==> src/rtl/qam_pkg.sv <==
// Shared sample width, saturation limits and calibration FSM encoding for the
// QAM receive front end.
package qam_pkg;

  localparam int SAMPLE_W = 8;

  localparam logic signed [SAMPLE_W-1:0] SAT_MAX = 8'sh7F;
  localparam logic signed [SAMPLE_W-1:0] SAT_MIN = 8'sh80;

  typedef enum logic [1:0] {
    ST_IDLE  = 2'd0,
    ST_ACCUM = 2'd1,
    ST_LATCH = 2'd2
  } cal_state_t;

endpackage

==> src/rtl/iq_sat_sub.sv <==
// Combinational raw - offset with a one-bit-wider intermediate, clamped to the
// signed sample range.
module iq_sat_sub
  import qam_pkg::*;
(
  input  logic signed [SAMPLE_W-1:0] raw,
  input  logic signed [SAMPLE_W-1:0] offset,
  output logic signed [SAMPLE_W-1:0] result
);

  logic signed [SAMPLE_W:0] diff;

  always_comb begin
    diff = $signed({raw[SAMPLE_W-1], raw}) - $signed({offset[SAMPLE_W-1], offset});
    if (diff > $signed({SAT_MAX[SAMPLE_W-1], SAT_MAX})) begin
      result = SAT_MAX;
    end else if (diff < $signed({SAT_MIN[SAMPLE_W-1], SAT_MIN})) begin
      result = SAT_MIN;
    end else begin
      result = diff[SAMPLE_W-1:0];
    end
  end

endmodule

==> src/rtl/iq_offset_cal.sv <==
// DC offset calibration: averages 2^CAL_LOG2 valid I/Q samples on request and
// subtracts the stored offsets from the stream with one cycle of latency.
module iq_offset_cal
  import qam_pkg::*;
#(
  parameter int CAL_LOG2 = 6
) (
  input  logic                       symbol_clock,
  input  logic                       rst,
  input  logic                       iq_valid_in,
  input  logic signed [SAMPLE_W-1:0] I_raw,
  input  logic signed [SAMPLE_W-1:0] Q_raw,
  input  logic                       cal_start,
  output logic signed [SAMPLE_W-1:0] I_out,
  output logic signed [SAMPLE_W-1:0] Q_out,
  output logic                       iq_valid_out,
  output logic                       cal_busy,
  output logic                       cal_done,
  output logic signed [SAMPLE_W-1:0] offset_I,
  output logic signed [SAMPLE_W-1:0] offset_Q
);

  localparam int ACC_W = SAMPLE_W + CAL_LOG2;

  cal_state_t state, state_next;
  logic acc_clear, acc_en, do_latch;
  logic [CAL_LOG2-1:0] sample_cnt;
  logic cnt_last;
  logic signed [ACC_W-1:0] acc_i, acc_q;
  logic signed [SAMPLE_W-1:0] corr_i, corr_q;

  assign cnt_last = (sample_cnt == {CAL_LOG2{1'b1}});
  assign cal_busy = (state == ST_ACCUM) || (state == ST_LATCH);

  always_ff @(posedge symbol_clock) begin
    if (rst) begin
      state <= ST_IDLE;
    end else begin
      state <= state_next;
    end
  end

  always_comb begin
    state_next = state;
    acc_clear  = 1'b0;
    acc_en     = 1'b0;
    do_latch   = 1'b0;
    case (state)
      ST_IDLE: begin
        if (cal_start) begin
          state_next = ST_ACCUM;
          acc_clear  = 1'b1;
        end
      end
      ST_ACCUM: begin
        if (iq_valid_in) begin
          acc_en = 1'b1;
          if (cnt_last) begin
            state_next = ST_LATCH;
          end
        end
      end
      ST_LATCH: begin
        do_latch   = 1'b1;
        state_next = ST_IDLE;
      end
      default: state_next = ST_IDLE;
    endcase
  end

  always_ff @(posedge symbol_clock) begin
    if (rst) begin
      acc_i        <= '0;
      acc_q        <= '0;
      sample_cnt   <= '0;
      offset_I     <= '0;
      offset_Q     <= '0;
      cal_done     <= 1'b0;
      I_out        <= '0;
      Q_out        <= '0;
      iq_valid_out <= 1'b0;
    end else begin
      if (acc_clear) begin
        acc_i      <= '0;
        acc_q      <= '0;
        sample_cnt <= '0;
      end else if (acc_en) begin
        acc_i <= acc_i + {{CAL_LOG2{I_raw[SAMPLE_W-1]}}, I_raw};
        acc_q <= acc_q + {{CAL_LOG2{Q_raw[SAMPLE_W-1]}}, Q_raw};
        if (!cnt_last) begin
          sample_cnt <= sample_cnt + 1'b1;
        end
      end

      // Top SAMPLE_W bits of the sum are the floor mean (arithmetic shift by CAL_LOG2).
      cal_done <= do_latch;
      if (do_latch) begin
        offset_I <= acc_i[CAL_LOG2 +: SAMPLE_W];
        offset_Q <= acc_q[CAL_LOG2 +: SAMPLE_W];
      end

      iq_valid_out <= iq_valid_in;
      if (iq_valid_in) begin
        I_out <= corr_i;
        Q_out <= corr_q;
      end
    end
  end

  iq_sat_sub u_sat_i (
    .raw    (I_raw),
    .offset (offset_I),
    .result (corr_i)
  );

  iq_sat_sub u_sat_q (
    .raw    (Q_raw),
    .offset (offset_Q),
    .result (corr_q)
  );

endmodule
==> config.mk <==
export PLATFORM = sky130hd
export DESIGN_NAME = iq_offset_cal
export DESIGN_NICKNAME = d
export VERILOG_FILES = /design/src/rtl/qam_pkg.sv /design/src/rtl/iq_sat_sub.sv /design/src/rtl/iq_offset_cal.sv
export SDC_FILE = /design/constraint.sdc
export NUM_CORES = 1
export LEC_CHECK = 0
export BUFFER_PORTS_ARGS = -buffer_cell sky130_fd_sc_hd__buf_2
export CAP_MARGIN = 20
export CORE_ASPECT_RATIO = 0.8
export CORE_MARGIN = 5
export CORE_UTILIZATION = 50
export CTS_CLUSTER_SIZE = 14
export DETAILED_ROUTE_END_ITERATION = 10
export MAX_ROUTING_LAYER = met4
export PLACE_DENSITY = 0.7
export SLEW_MARGIN = 5
export SYNTH_ARGS = -nofsm -noshare
export SYNTH_HDL_FRONTEND = slang
export SYNTH_SLANG_ARGS = --single-unit
==> constraint.sdc <==
create_clock -name symbol_clock -period 2.6 [get_ports symbol_clock]
set_input_delay 0.39 -clock symbol_clock [delete_from_list [all_inputs] [get_ports symbol_clock]]
set_output_delay 0.39 -clock symbol_clock [all_outputs]
set_load 0.01 [all_outputs]
; ---- After elaboration in Yosys (flattened, before gate mapping)
; Cells that the tools add are included.
[op_classes]
bitwise_logic = 1
n_addsub = 5
muxes = 13
reduce_logical = 5
order_cmp = 4
eq_ne = 6
[ops]
columns = operator, count
row1 = two-way mux 8 bit, 4
row2 = adder 14 bit, 2
row3 = "greater-than comparator 9 x 8 -> 1 bit, second input constant", 2
row4 = "less-than comparator 9 x 8 -> 1 bit, second input constant", 2
row5 = subtractor 8 x 8 -> 9 bit, 2
row6 = "adder 6 x 1 -> 6 bit, second input constant", 1
row7 = "equality test 6 bit, second input constant", 1
row8 = two-way mux 2 bit, 3
row9 = "inequality test 2 bit, second input constant", 3
row10 = two-way mux 1 bit, 5
row11 = case mux 2 bit (2 select lines), 1
row12 = AND reduction 3 bit, 1
row13 = "equality test 2 x 1 -> 1 bit, second input constant", 1
row14 = "equality test 2 bit, second input constant", 1
row15 = zero test 2 bit, 1
row16 = AND reduction 2 bit, 1
row17 = OR reduction 2 bit, 1
row18 = logical OR 1 bit, 1
row19 = NOT 1 bit, 1
[totals]
elab_cells = 44
register_bits = 70
in_bits = 20
output_inout_bits = 35

; ---- Longest topological paths before layout
; Gate-level depths: netlist of the first run.
[depth]
depth_word = 4
depth_mapped = 11
ltp_nobuf = 11

; ---- By module
; Synthesis of the first run repeated with hierarchy kept, for this count alone.
[hier_totals]
hier_cells = 568
hier_area_um2 = 4754.6
[modules_own_cells]
columns = mod, n_inst, area_each_um2, cells_each
row1 = iq_offset_cal, 1, 3871.2, 452
row2 = iq_sat_sub, 2, 441.7, 58

; ---- Least setup slack after synthesis of the first run
; No wires, ideal clock.
[synth_path]
path_type = reg-to-reg
startpoint = reg offset_I[1]
endpoint = reg I_out[0]
path_slack_ns = 0.213
t_arrival_ns = 2.306
required_ns = 2.519
stages_incl_launch_ff = 11
setup_time_ns = 0.081
path_cell_list = dfxtp_1 inv_1 ha_1 nor2b_1 o31a_1 o21a_1 o21a_1 or2_1 buf_6 maj3_2 a211oi_2
[synth_between]
elab_chain_cells = 4
[synth_lines]
columns = item, line
row1 = from (decl), iq_offset_cal.sv:19  ; output logic signed [SAMPLE_W-1:0] offset_I,
row2 = from (signal assigned), iq_offset_cal.sv:98  ; offset_I <= acc_i[CAL_LOG2 +: SAMPLE_W];
row3 = subtractor 8 x 8 -> 9 bit *, iq_sat_sub.sv:14  ; diff = $signed({raw[SAMPLE_W-1], raw}) - $signed({offset[SAMPLE_W-1], offset});
row4 = less-than comparator 9 x 8 -> 1 bit, iq_sat_sub.sv:17  ; end else if (diff < $signed({SAT_MIN[SAMPLE_W-1], SAT_MIN})) begin
row5 = two-way mux 8 bit, iq_sat_sub.sv:17
row6 = two-way mux 8 bit *, iq_sat_sub.sv:15  ; if (diff > $signed({SAT_MAX[SAMPLE_W-1], SAT_MAX})) begin
row7 = to (signal assigned), iq_offset_cal.sv:104  ; I_out <= corr_i;
row8 = to (decl), iq_offset_cal.sv:14  ; output logic signed [SAMPLE_W-1:0] I_out,
; Every way passes the cells marked *; elsewhere a longest branch is shown, timed or not.
; A chain may end at the register's enable or synchronous reset.

; ---- Final worst setup path of the first run
; Ends and elaborated chain as after synthesis.

==> results.py, run 1 <==
metrics = {
    "logic_synthesis": {
        "async_flop_share_pct": 0,
        "synth_top_family_by_area": "compound AO/OA/AOI/OAI gates",
        "yosys.area_share.simple_pct": 18.5,
        "syn_avg_cell_area_um2": 8.37,
        "synth_edf_count": 0,
        "synth_fa_ha_area_share_pct": 17.4,
        "muxShareOfSynthArea_pct": 4.05,
        "synth_cells": 561,
        "seq_area_frac_synth_pct": 29.8,
        "yosysUniqueCellTypes": 49,
        "synth_seq_cells": 70,
        "syn_nets": 633,
        "netlist_area_um2": 4700,
        "synthFlopType": "dfxtp_1",
        "synth-compound-area-share_pct": 21.0,
        "synth_xor_area_share_pct": 3.91,
        "yosysWarnings": 0,
    },
    "timing": {
        "tns_ns": 0,
        "maxSlewViolCount": 0,
        "finalClockSkew_ns": 0.00641,
        "fmax_ghz": 0.410,
        "finalCritPeriodShare_pct": 93.8,
        "setup_violations": 0,
        "rsz0062_at_grt": "no",
        "post-route-min-period_ns": 2.44,
        "hold_violations": 0,
        "setup_ws_ns": 0.162,
        "worst_slew_pin_slew_ns": 0.639,
        "slew_headroom_pct": 57.4,
    },
    "worst_setup_path": {
        "crit_arrival_ns": 2.69,
        "start_kind": "register",
        "required_ns": 2.85,
        "cp_max_fo": 6,
        "criticalPathCategory": "reg -> reg",
        "worstSetupEndpointType": "register",
    },
    "clock_network": {
        "cts_num_sinks": 70,
        "cts_tree": "built",
        "path_clk_slew_ns": 0.06,
        "cts_buffers": 9,
        "clock_latency_ns": 0.33,
        "ctsHtreeMaxLevel": 3,
        "cts_buffer_depth": 2,
        "post_cts_buffers": 0,
        "cts-root-buf": "clkbuf_16",
    },
    "final_layout": {
        "antennaDiodeCount": 0,
        "nets": 700,
        "fin_cells": 748,
        "drive_above_1_share_pct": 19.3,
        "syn_to_final_growth_pct": 15.7,
        "final_area_um2": 5440,
    },
    "detailed_routing": {
        "dr_wl_met2_mm": 4.95,
        "vias": 4122,
        "dr.pass1.iters": 4,
        "drt-total-wl_mm": 11.1,
        "route.met3.wl_um": 457,
        "drtIter0Drc": 269,
        "route.antenna.remaining_nets": 0,
        "wl_per_cell_um": 14.8,
        "top_layer_used": "met4",
        "wl_met1_mm": 5.56,
        "viasPerCell": 5.51,
        "drcViolationCount": 0,
    },
    "placement": {
        "place_ws_ns": 0.0157,
        "placed_cells": 732,
        "placed_area_um2": 5150,
        "gp_congestion": 0.892,
        "place.detailed.hpwl_mm": 8.46,
        "port-buffer-count": 54,
    },
    "floorplanning": {
        "die_height_um": 96.7,
        "dieArea_um2": 11400,
        "coreArea_um2": 9110,
        "row_count": 31,
        "start_util_pct": 51.5,
        "io_pins": 55,
        "die_w_um": 118,
    },
    "power_and_ir_drop": {
        "power_leakage_nw": 2.32,
        "vdd_drop_max_mv": 0.621,
        "powerDensity_nw_per_um2": 626,
    },
    "global_routing": {
        "grt_usage_pct": 20.2,
        "grt_max_degree": 36,
        "grt_pass1_vias": 4013,
        "grt_pass1_wl_mm": 19.2,
        "antenna_found_initial": 0,
        "grt.overflow.total": 0,
    },
    "worst_hold_path": {
        "hold_class": "reg -> reg",
    },
    "run": {
        "cap_violations": 0,
    },
    "outcome": {
        "status": "complete, no violations",
    },
}
-- registers in the layout, indices dropped and copies added, names as in the netlist --
| signal | cells |
|---|---|
| acc_q | 14 |
| I_out | 8 |
| acc_i | 14 |
| offset_I | 8 |
| offset_Q | 8 |
| sample_cnt | 6 |
| state | 2 |
| iq_valid_out | 1 |
| cal_done | 1 |
| Q_out | 8 |
-- timing repair --
action / CTS / global route
gates resized for setup: 0 / 4
hold buffers: 0 / 0
endpoints found under the setup margin: 0 / 8
-- cell type report --
class	count	area, µm²
sequential	70	1400
timing repair buffer	76	435
clock inverter	4	22.5
multi-input combinational	437	3060
clock buffer	12	246
fill	818	3680
inverter	34	128
tap	115	144
-- cell usage after synthesis, types with 6 or more instances --
cell type  number  share of area, %
nor2_1         71               5.7
dfxtp_1        70                30
ha_1           48                13
nand2_1        45               3.6
a21oi_1        41               4.4
inv_1          34               2.7
o21ai_0        32               3.4
mux2i_1        19               4.0
o21a_1         17               2.7
nor3_1         13               1.4
a211oi_2       12               3.2
maj3_2         12               2.9
xnor2_1        12               2.2
nand3_1        11               1.2
clkbuf_1       10              0.80
nand2b_1       10               1.3
a21o_1          9               1.4
xor2_1          9               1.7
a211oi_1        8               1.3
nor2b_1         7              0.93
and3_1          6              0.80
-- power by group --
part           leakage (nW)  internal [mW]  switching, mW  total (mW)
combinational          1.61          0.445          0.622        1.07
clock                 0.132          0.666          0.441        1.11
sequential            0.570           1.16         0.0659        1.23
-- layout by cell type (no fill, tap or decap), types with 3 or more instances in the layout --
cell type / count
a211oi_1: 8
a211oi_2: 12
a21o_1: 9
a21oi_1: 41
a221oi_1: 3
a31oi_1: 4
and3_1: 6
buf_2: 54
buf_4: 22
clkbuf_16: 9
clkinv_2: 3
dfxtp_1: 70
fa_1: 4
ha_1: 48
inv_1: 34
maj3_2: 12
mux2i_1: 19
nand2_1: 45
nand2b_1: 10
nand3_1: 11
nand3b_1: 3
nand4_1: 3
nor2_1: 71
nor2b_1: 7
nor3_1: 13
nor4_1: 3
o21a_1: 17
o21ai_0: 32
o21bai_1: 3
o31ai_1: 3
or3_1: 4
xnor2_1: 12
xor2_1: 9
-- critical path, cell delays in order (launching register included) --
cell and delay, ns:
dfxtp_1 0.36, inv_1 0.09, ha_1 0.26, nor2b_1 0.15
o31a_1 0.27, o21a_1 0.24, o21a_1 0.19, or2_4 0.26
maj3_2 0.32, a211oi_2 0.22
-- metrics by stage --
| step | hold WS (ns) | total power, mW | util, % |
|---|---|---|---|
| 2_1_floorplan | 0.436 | 2.01 | - |
| 3_3_place_gp | 0.446 | 2.26 | 56.6 |
| 3_5_place_dp | 0.453 | 2.30 | 56.6 |
| 4_1_cts | 0.451 | 3.43 | 59.5 |
| 5_1_grt | 0.474 | 3.62 | 59.6 |
| 6_report | 0.459 | 3.40 | 59.6 |
-- per-layer routing --
layer  track usage [%]  vias up
li1                  -     2123
met1              28.1     1926
met2              30.4       60
met3              3.97       13
met4              5.06        0
met5                 -        -
-- logic make-up after synthesis --
| family | count (synthesis) |
|---|---|
| AND/OR/NAND/NOR | 188 |
| AO/OA/AOI/OAI | 145 |
| flip-flops | 70 |
| adder cells (fa/ha/maj) | 64 |
| buffers and inverters | 54 |
| XOR/XNOR | 21 |
| multiplexers | 19 |
-- worst paths after layout --
kind         slack (ns)                    end  cells after the start                     start
max                0.16  I_out[0]$_SDFFE_PP0P_                      9  offset_I[1]$_SDFFE_PP0P_
min                0.46  acc_q[5]$_SDFFE_PP0P_                      2     acc_q[5]$_SDFFE_PP0P_
max reg2reg        0.16  I_out[0]$_SDFFE_PP0P_                      9  offset_I[1]$_SDFFE_PP0P_
min reg2reg        0.46  acc_q[5]$_SDFFE_PP0P_                      2     acc_q[5]$_SDFFE_PP0P_
Power figures use the tool's default switching activity.
==> run 2: changes to the inputs <==
--- a/config.mk
+++ b/config.mk
@@ -13,7 +13,7 @@
 export CTS_CLUSTER_SIZE = 14
 export DETAILED_ROUTE_END_ITERATION = 10
 export MAX_ROUTING_LAYER = met4
-export PLACE_DENSITY = 0.7
+export PLACE_DENSITY = 0.73
 export SLEW_MARGIN = 5
 export SYNTH_ARGS = -nofsm -noshare
 export SYNTH_HDL_FRONTEND = slang
==> constraint.sdc (replaced) <==
create_clock -name symbol_clock -period 2.2 [get_ports symbol_clock]
set_input_delay 0.33 -clock symbol_clock [delete_from_list [all_inputs] [get_ports symbol_clock]]
set_output_delay 0.33 -clock symbol_clock [all_outputs]
set_load 0.01 [all_outputs]
==> run 2 against run 1 <==
The flow now finishes with violations (setup timing). Sequential power rose by 18%. Non-clock buffer count rose by 77. Die area did not move. First-iteration DRC count fell by 8.6%. Cell count rose by 10%. Critical path type unchanged. Largest power group is now the clock network.
==> results.py, run 2 (synthesized netlist as in run 1, its figures left out) <==
metrics = {
    "floorplanning": {
        "row_count": 31,
        "io_pins": 55,
        "die_w_um": 118,
        "die_height_um": 96.7,
        "dieArea_um2": 11400,
        "start_util_pct": 51.5,
        "coreArea_um2": 9110,
    },
    "worst_setup_path": {
        "required_ns": 2.44,
        "cp_max_fo": 6,
        "path_cells": "inv_2 -> ha_4 -> nor2b_4 -> o31a_1 -> o21a_1 -> o21a_1 -> or2_4 -> maj3_2 -> a211oi_2",
        "slowest_delay_ns": 0.34,
        "start_kind": "register",
        "crit_arrival_ns": 2.49,
        "worstSetupEndpointType": "register",
        "r2r_cells": 9,
        "cp_slowest_cell": "dfxtp_2",
        "criticalPathCategory": "reg -> reg",
        "crit_top_cell": "o21a_1",
    },
    "clock_network": {
        "ctsHtreeMaxLevel": 3,
        "cts_tree": "built",
        "ctsHoldBuffers": 0,
        "cts-root-buf": "clkbuf_16",
        "cts_buffers": 9,
        "path_clk_slew_ns": 0.06,
        "clock_latency_ns": 0.33,
        "cts_num_sinks": 70,
        "cts_buffer_depth": 2,
    },
    "worst_hold_path": {
        "hold_class": "in -> reg",
        "hold_path_depth": 4,
    },
    "timing": {
        "post-route-min-period_ns": 2.25,
        "tns_ns": -0.147,
        "setup_violations": 9,
        "finalCritPeriodShare_pct": 102,
        "slew_headroom_pct": 65.9,
        "fmax_ghz": 0.445,
        "worst_slew_pin_slew_ns": 0.498,
        "finalClockSkew_ns": 0.00587,
        "rsz0062_at_grt": "yes",
        "setup_ws_ns": -0.0485,
        "maxSlewViolCount": 0,
        "hold_violations": 0,
    },
    "final_layout": {
        "antennaDiodeCount": 0,
        "final_common_cell": "buf_4",
        "nets": 777,
        "reg_top3": "acc_i (14), acc_q (14)",
        "fin_cells": 825,
        "final_cell_mix": "buf_4, nor2_1, dfxtp_1, buf_2, nand2_1",
        "syn_to_final_growth_pct": 34.5,
        "drive_above_1_share_pct": 34.8,
    },
    "placement": {
        "gp_congestion": 0.913,
        "placed_cells": 805,
        "place_ws_ns": -0.280,
        "place.detailed.hpwl_mm": 9.17,
        "port-buffer-count": 54,
    },
    "global_routing": {
        "grt_max_degree": 36,
        "antenna_found_initial": 0,
        "grt_pass1_vias": 4451,
        "grt_pass1_wl_mm": 20.9,
        "grt.overflow.total": 0,
        "grt_usage_pct": 22.1,
    },
    "detailed_routing": {
        "drtIter0Drc": 246,
        "dr.pass1.iters": 5,
        "viasPerCell": 5.48,
        "drt-total-wl_mm": 12.7,
        "wl_per_cell_um": 15.4,
        "vias": 4522,
        "drcViolationCount": 0,
        "route.antenna.remaining_nets": 0,
    },
    "power_and_ir_drop": {
        "powerDensity_nw_per_um2": 717,
        "total_power_mw": 4.53,
        "vdd_drop_max_mv": 0.830,
        "power_leakage_nw": 2.77,
    },
    "run": {
        "cap_violations": 0,
    },
    "outcome": {
        "status": "finished with violations",
        "violations": "setup timing",
    },
}
==> run 2: changes by cell type in the layout (fill, tap and decap cells not counted), moves of 4 or more <==
cell / change
buf_4: +76
dfxtp_1: -7
ha_4: +6
ha_1: -8
o21ai_1: +7
a21oi_2: +4
o21ai_0: -9
dfxtp_2: +7
a21oi_1: -5
==> run 2: critical path, delay by kind of cell, from the launching register on <==
family	cells	cell delay, ns
adders and majority gates	2	0.52
buffers and inverters	1	0.05
and+or+nand+nor	2	0.39
AOI/OAI and AO/OA	4	0.86
DFF	1	0.34
==> run 2: final cells by class <==
cell class | count | area [µm²]
Multi-Input combinational cell | 437 | 3280
Fill cell | 667 | 2800
Sequential cell | 70 | 1410
Timing Repair Buffer | 153 | 1030
Clock buffer | 11 | 253
Tap cell | 115 | 144
Inverter | 34 | 128
Clock inverter | 5 | 81.3
==> run 2: path summary, 6_finish.rpt <==
kind	startpoint	endpoint	slack (ns)
max	offset_I[1]$_SDFFE_PP0P_	I_out[0]$_SDFFE_PP0P_	-0.05
min	I_raw[0]	acc_i[0]$_SDFFE_PP0P_	0.40
max reg2reg	offset_I[1]$_SDFFE_PP0P_	I_out[0]$_SDFFE_PP0P_	-0.05
min reg2reg	acc_q[4]$_SDFFE_PP0P_	acc_q[4]$_SDFFE_PP0P_	0.46
==> run 2: layer usage <==
metal | global-route usage (%) | up-vias | share of wire (%)
met5 | - | - | 0
met4 | 6.45 | 0 | 1.3
met3 | 4.96 | 21 | 5.9
met2 | 35.5 | 110 | 48
met1 | 28.0 | 2119 | 45
li1 | - | 2272 | -
==> run 2: where the power goes <==
| part | internal, mW | total [mW] | switching (mW) |
|---|---|---|---|
| Sequential | 1.37 | 1.45 | 0.0788 |
| Combinational | 0.648 | 1.47 | 0.818 |
| Clock | 1.05 | 1.61 | 0.559 |
| Total | 3.08 | 4.53 | 1.46 |
==> run 2: metrics by stage <==
step	util (%)	cell area [µm²]	hold WS, ns
after floorplan	-	4750	0.436
after global placement	63.3	5770	0.444
after detailed placement	63.3	5770	0.450
after CTS	68.0	6200	0.388
after global routing	69.3	6320	0.411
final	69.3	6320	0.395
==> run 2: what timing repair did <==
action	CTS	global route
pin swaps	20	16
endpoints found under the setup margin	17	23
gates resized for setup	25	28
buffers inserted	3	1
hold endpoints to repair	0	0
==> run 3: changes to the inputs <==
--- a/config.mk
+++ b/config.mk
@@ -13,7 +13,7 @@
 export CTS_CLUSTER_SIZE = 14
 export DETAILED_ROUTE_END_ITERATION = 10
 export MAX_ROUTING_LAYER = met4
-export PLACE_DENSITY = 0.73
+export PLACE_DENSITY = 0.7
 export SLEW_MARGIN = 5
 export SYNTH_ARGS = -nofsm -noshare
 export SYNTH_HDL_FRONTEND = slang
==> constraint.sdc (replaced) <==
create_clock -name symbol_clock -period 2.8 [get_ports symbol_clock]
set_input_delay 0.42 -clock symbol_clock [delete_from_list [all_inputs] [get_ports symbol_clock]]
set_output_delay 0.42 -clock symbol_clock [all_outputs]
set_load 0.01 [all_outputs]
==> run 3 against run 2 <==
The run now ends clean. Maximum frequency decreased by 12%. Die area unchanged. Global-route usage decreased by 2.1 points. Non-clock buffer count decreased by 90. First-iteration DRC count increased by 25%. Cell count decreased by 11%. Count of clock-buffer cells in the layout unchanged. Critical path type unchanged. Largest power group unchanged. Highest routed layer unchanged.
==> results.py, run 3 (synthesized netlist as in run 1, its figures left out) <==
metrics = {
    "worst_setup_path": {
        "crit_arrival_ns": 2.81,
        "path_cells": "ha_1 -> inv_1 -> fa_1 -> nand2b_1 -> a21oi_1 -> nor2_1 -> o31ai_1 -> a31oi_1 -> or4_1 -> nand3_1",
        "reg2reg_setup_slack_ns": 0.26,
        "cp-startpoint": "acc_i[0]$_SDFFE_PP0P_",
        "required_ns": 3.07,
        "start_kind": "register",
        "cp_slowest_cell": "or4_1",
        "r2r-start": "acc_i[0]$_SDFFE_PP0P_",
        "criticalPathCategory": "reg -> reg",
        "slowest_delay_ns": 0.42,
        "cp_max_fo": 3,
        "worstSetupEndpointType": "register",
    },
    "final_layout": {
        "final_cell_mix": "nor2_1, dfxtp_1, buf_2, ha_1, nand2_1",
        "reg_top3": "acc_i (14), acc_q (14)",
        "antennaDiodeCount": 0,
        "drive_above_1_share_pct": 17.3,
        "syn_to_final_growth_pct": 14.5,
        "fillCellCount": 835,
        "nets": 687,
        "final_area_um2": 5380,
        "final_common_cell": "nor2_1",
        "fin_util_pct": 59.0,
    },
    "clock_network": {
        "post_cts_resized": 0,
        "ctsHtreeMaxLevel": 3,
        "cts-root-buf": "clkbuf_16",
        "post_cts_buffers": 0,
        "path_clk_slew_ns": 0.06,
        "cts_buffers": 9,
        "cts_num_sinks": 70,
        "cts_buffer_depth": 2,
        "cts_tree": "built",
        "ctsHoldBuffers": 0,
        "clock_latency_ns": 0.33,
    },
    "global_routing": {
        "grt.overflow.total": 0,
        "grt_pass1_wl_mm": 18.7,
        "antenna_found_initial": 0,
        "grt_usage_pct": 20.0,
        "grt_pass1_vias": 3830,
        "grt_max_degree": 35,
    },
    "floorplanning": {
        "die_w_um": 118,
        "die_height_um": 96.7,
        "dieArea_um2": 11400,
        "io_pins": 55,
        "coreArea_um2": 9110,
        "row_count": 31,
        "start_util_pct": 51.5,
    },
    "detailed_routing": {
        "wl_per_cell_um": 14.6,
        "drcViolationCount": 0,
        "vias": 4051,
        "route.antenna.remaining_nets": 0,
        "drtIter0Drc": 307,
        "dr.pass1.iters": 5,
        "drt-total-wl_mm": 10.7,
        "viasPerCell": 5.51,
    },
    "placement": {
        "placed_area_um2": 5060,
        "place_ws_ns": 0.141,
        "gp_congestion": 0.924,
        "place.detailed.hpwl_mm": 8.18,
        "port-buffer-count": 54,
    },
    "timing": {
        "setup_ws_ns": 0.256,
        "worst_slew_pin_slew_ns": 0.692,
        "hold_violations": 0,
        "holdWs_ns": 0.457,
        "setup_violations": 0,
        "tns_ns": 0,
        "finalClockSkew_ns": 0.00625,
        "slew_headroom_pct": 53.9,
        "fmax_ghz": 0.393,
        "post-route-min-period_ns": 2.54,
        "maxSlewViolCount": 0,
        "rsz0062_at_grt": "no",
        "finalCritPeriodShare_pct": 90.8,
    },
    "power_and_ir_drop": {
        "powerDensity_nw_per_um2": 618,
        "power_leakage_nw": 2.27,
        "vdd_drop_max_mv": 0.553,
    },
    "worst_hold_path": {
        "hp-start": "acc_q[5]$_SDFFE_PP0P_",
        "hold_class": "reg -> reg",
    },
    "outcome": {
        "status": "complete, no violations",
    },
    "run": {
        "cap_violations": 0,
    },
}
## run 3: cell count changes in the layout (fill, tap and decap cells not counted), sizes merged
cell,previous run,this run
inv,34,35
buf,153,63
clkinv,2,1
## run 3: power by group
group          leakage [nW]  internal (mW)  total (mW)  switching (mW)
registers             0.570           1.08        1.14          0.0604
logic                  1.55          0.388       0.950           0.562
clock network         0.156          0.806        1.24           0.431
total                  2.27           2.27        3.33            1.05
## run 3: path summary, 6_finish.rpt
check	cells after the start	to
max	10	acc_i[12]$_SDFFE_PP0P_
max reg2reg	10	acc_i[12]$_SDFFE_PP0P_
min reg2reg	2	acc_q[5]$_SDFFE_PP0P_
min	2	acc_q[5]$_SDFFE_PP0P_
## run 3: worst max-delay path, delay by kind of cell, from the launching register on
family | cells | cell delay (ns)
simple gates | 4 | 0.77
compound gates | 3 | 0.73
fa+ha+maj | 2 | 0.58
flops | 1 | 0.33
buf+inv | 1 | 0.06
## run 3: cell type report
type                            count  area [µm²]  share of cell area [%]
Multi-Input combinational cell    437        3050                    56.6
Sequential cell                    70        1400                    26.0
Timing Repair Buffer               63         338                    6.28
Clock buffer                       11         243                    4.51
Tap cell                          115         144                    2.67
Inverter                           34         128                    2.37
Clock inverter                      5        81.3                    1.51
## run 3: routing by layer
| layer | up-vias | track usage (%) | wire [µm] |
|---|---|---|---|
| met3 | 10 | 5.77 | 582 |
| met4 | 0 | 4.80 | 106 |
| met2 | 99 | 28.5 | 4510 |
| li1 | 2100 | - | - |
| met5 | - | - | 0 |
| met1 | 1842 | 27.9 | 5530 |
## run 3: per-stage QoR
step / instances / total power [mW]
2_1_floorplan: 561 / 1.87
3_3_place_gp: 719 / 2.08
3_5_place_dp: 719 / 2.10
4_1_cts: 735 / 3.35
5_1_grt: 735 / 3.56
6_report: 735 / 3.33
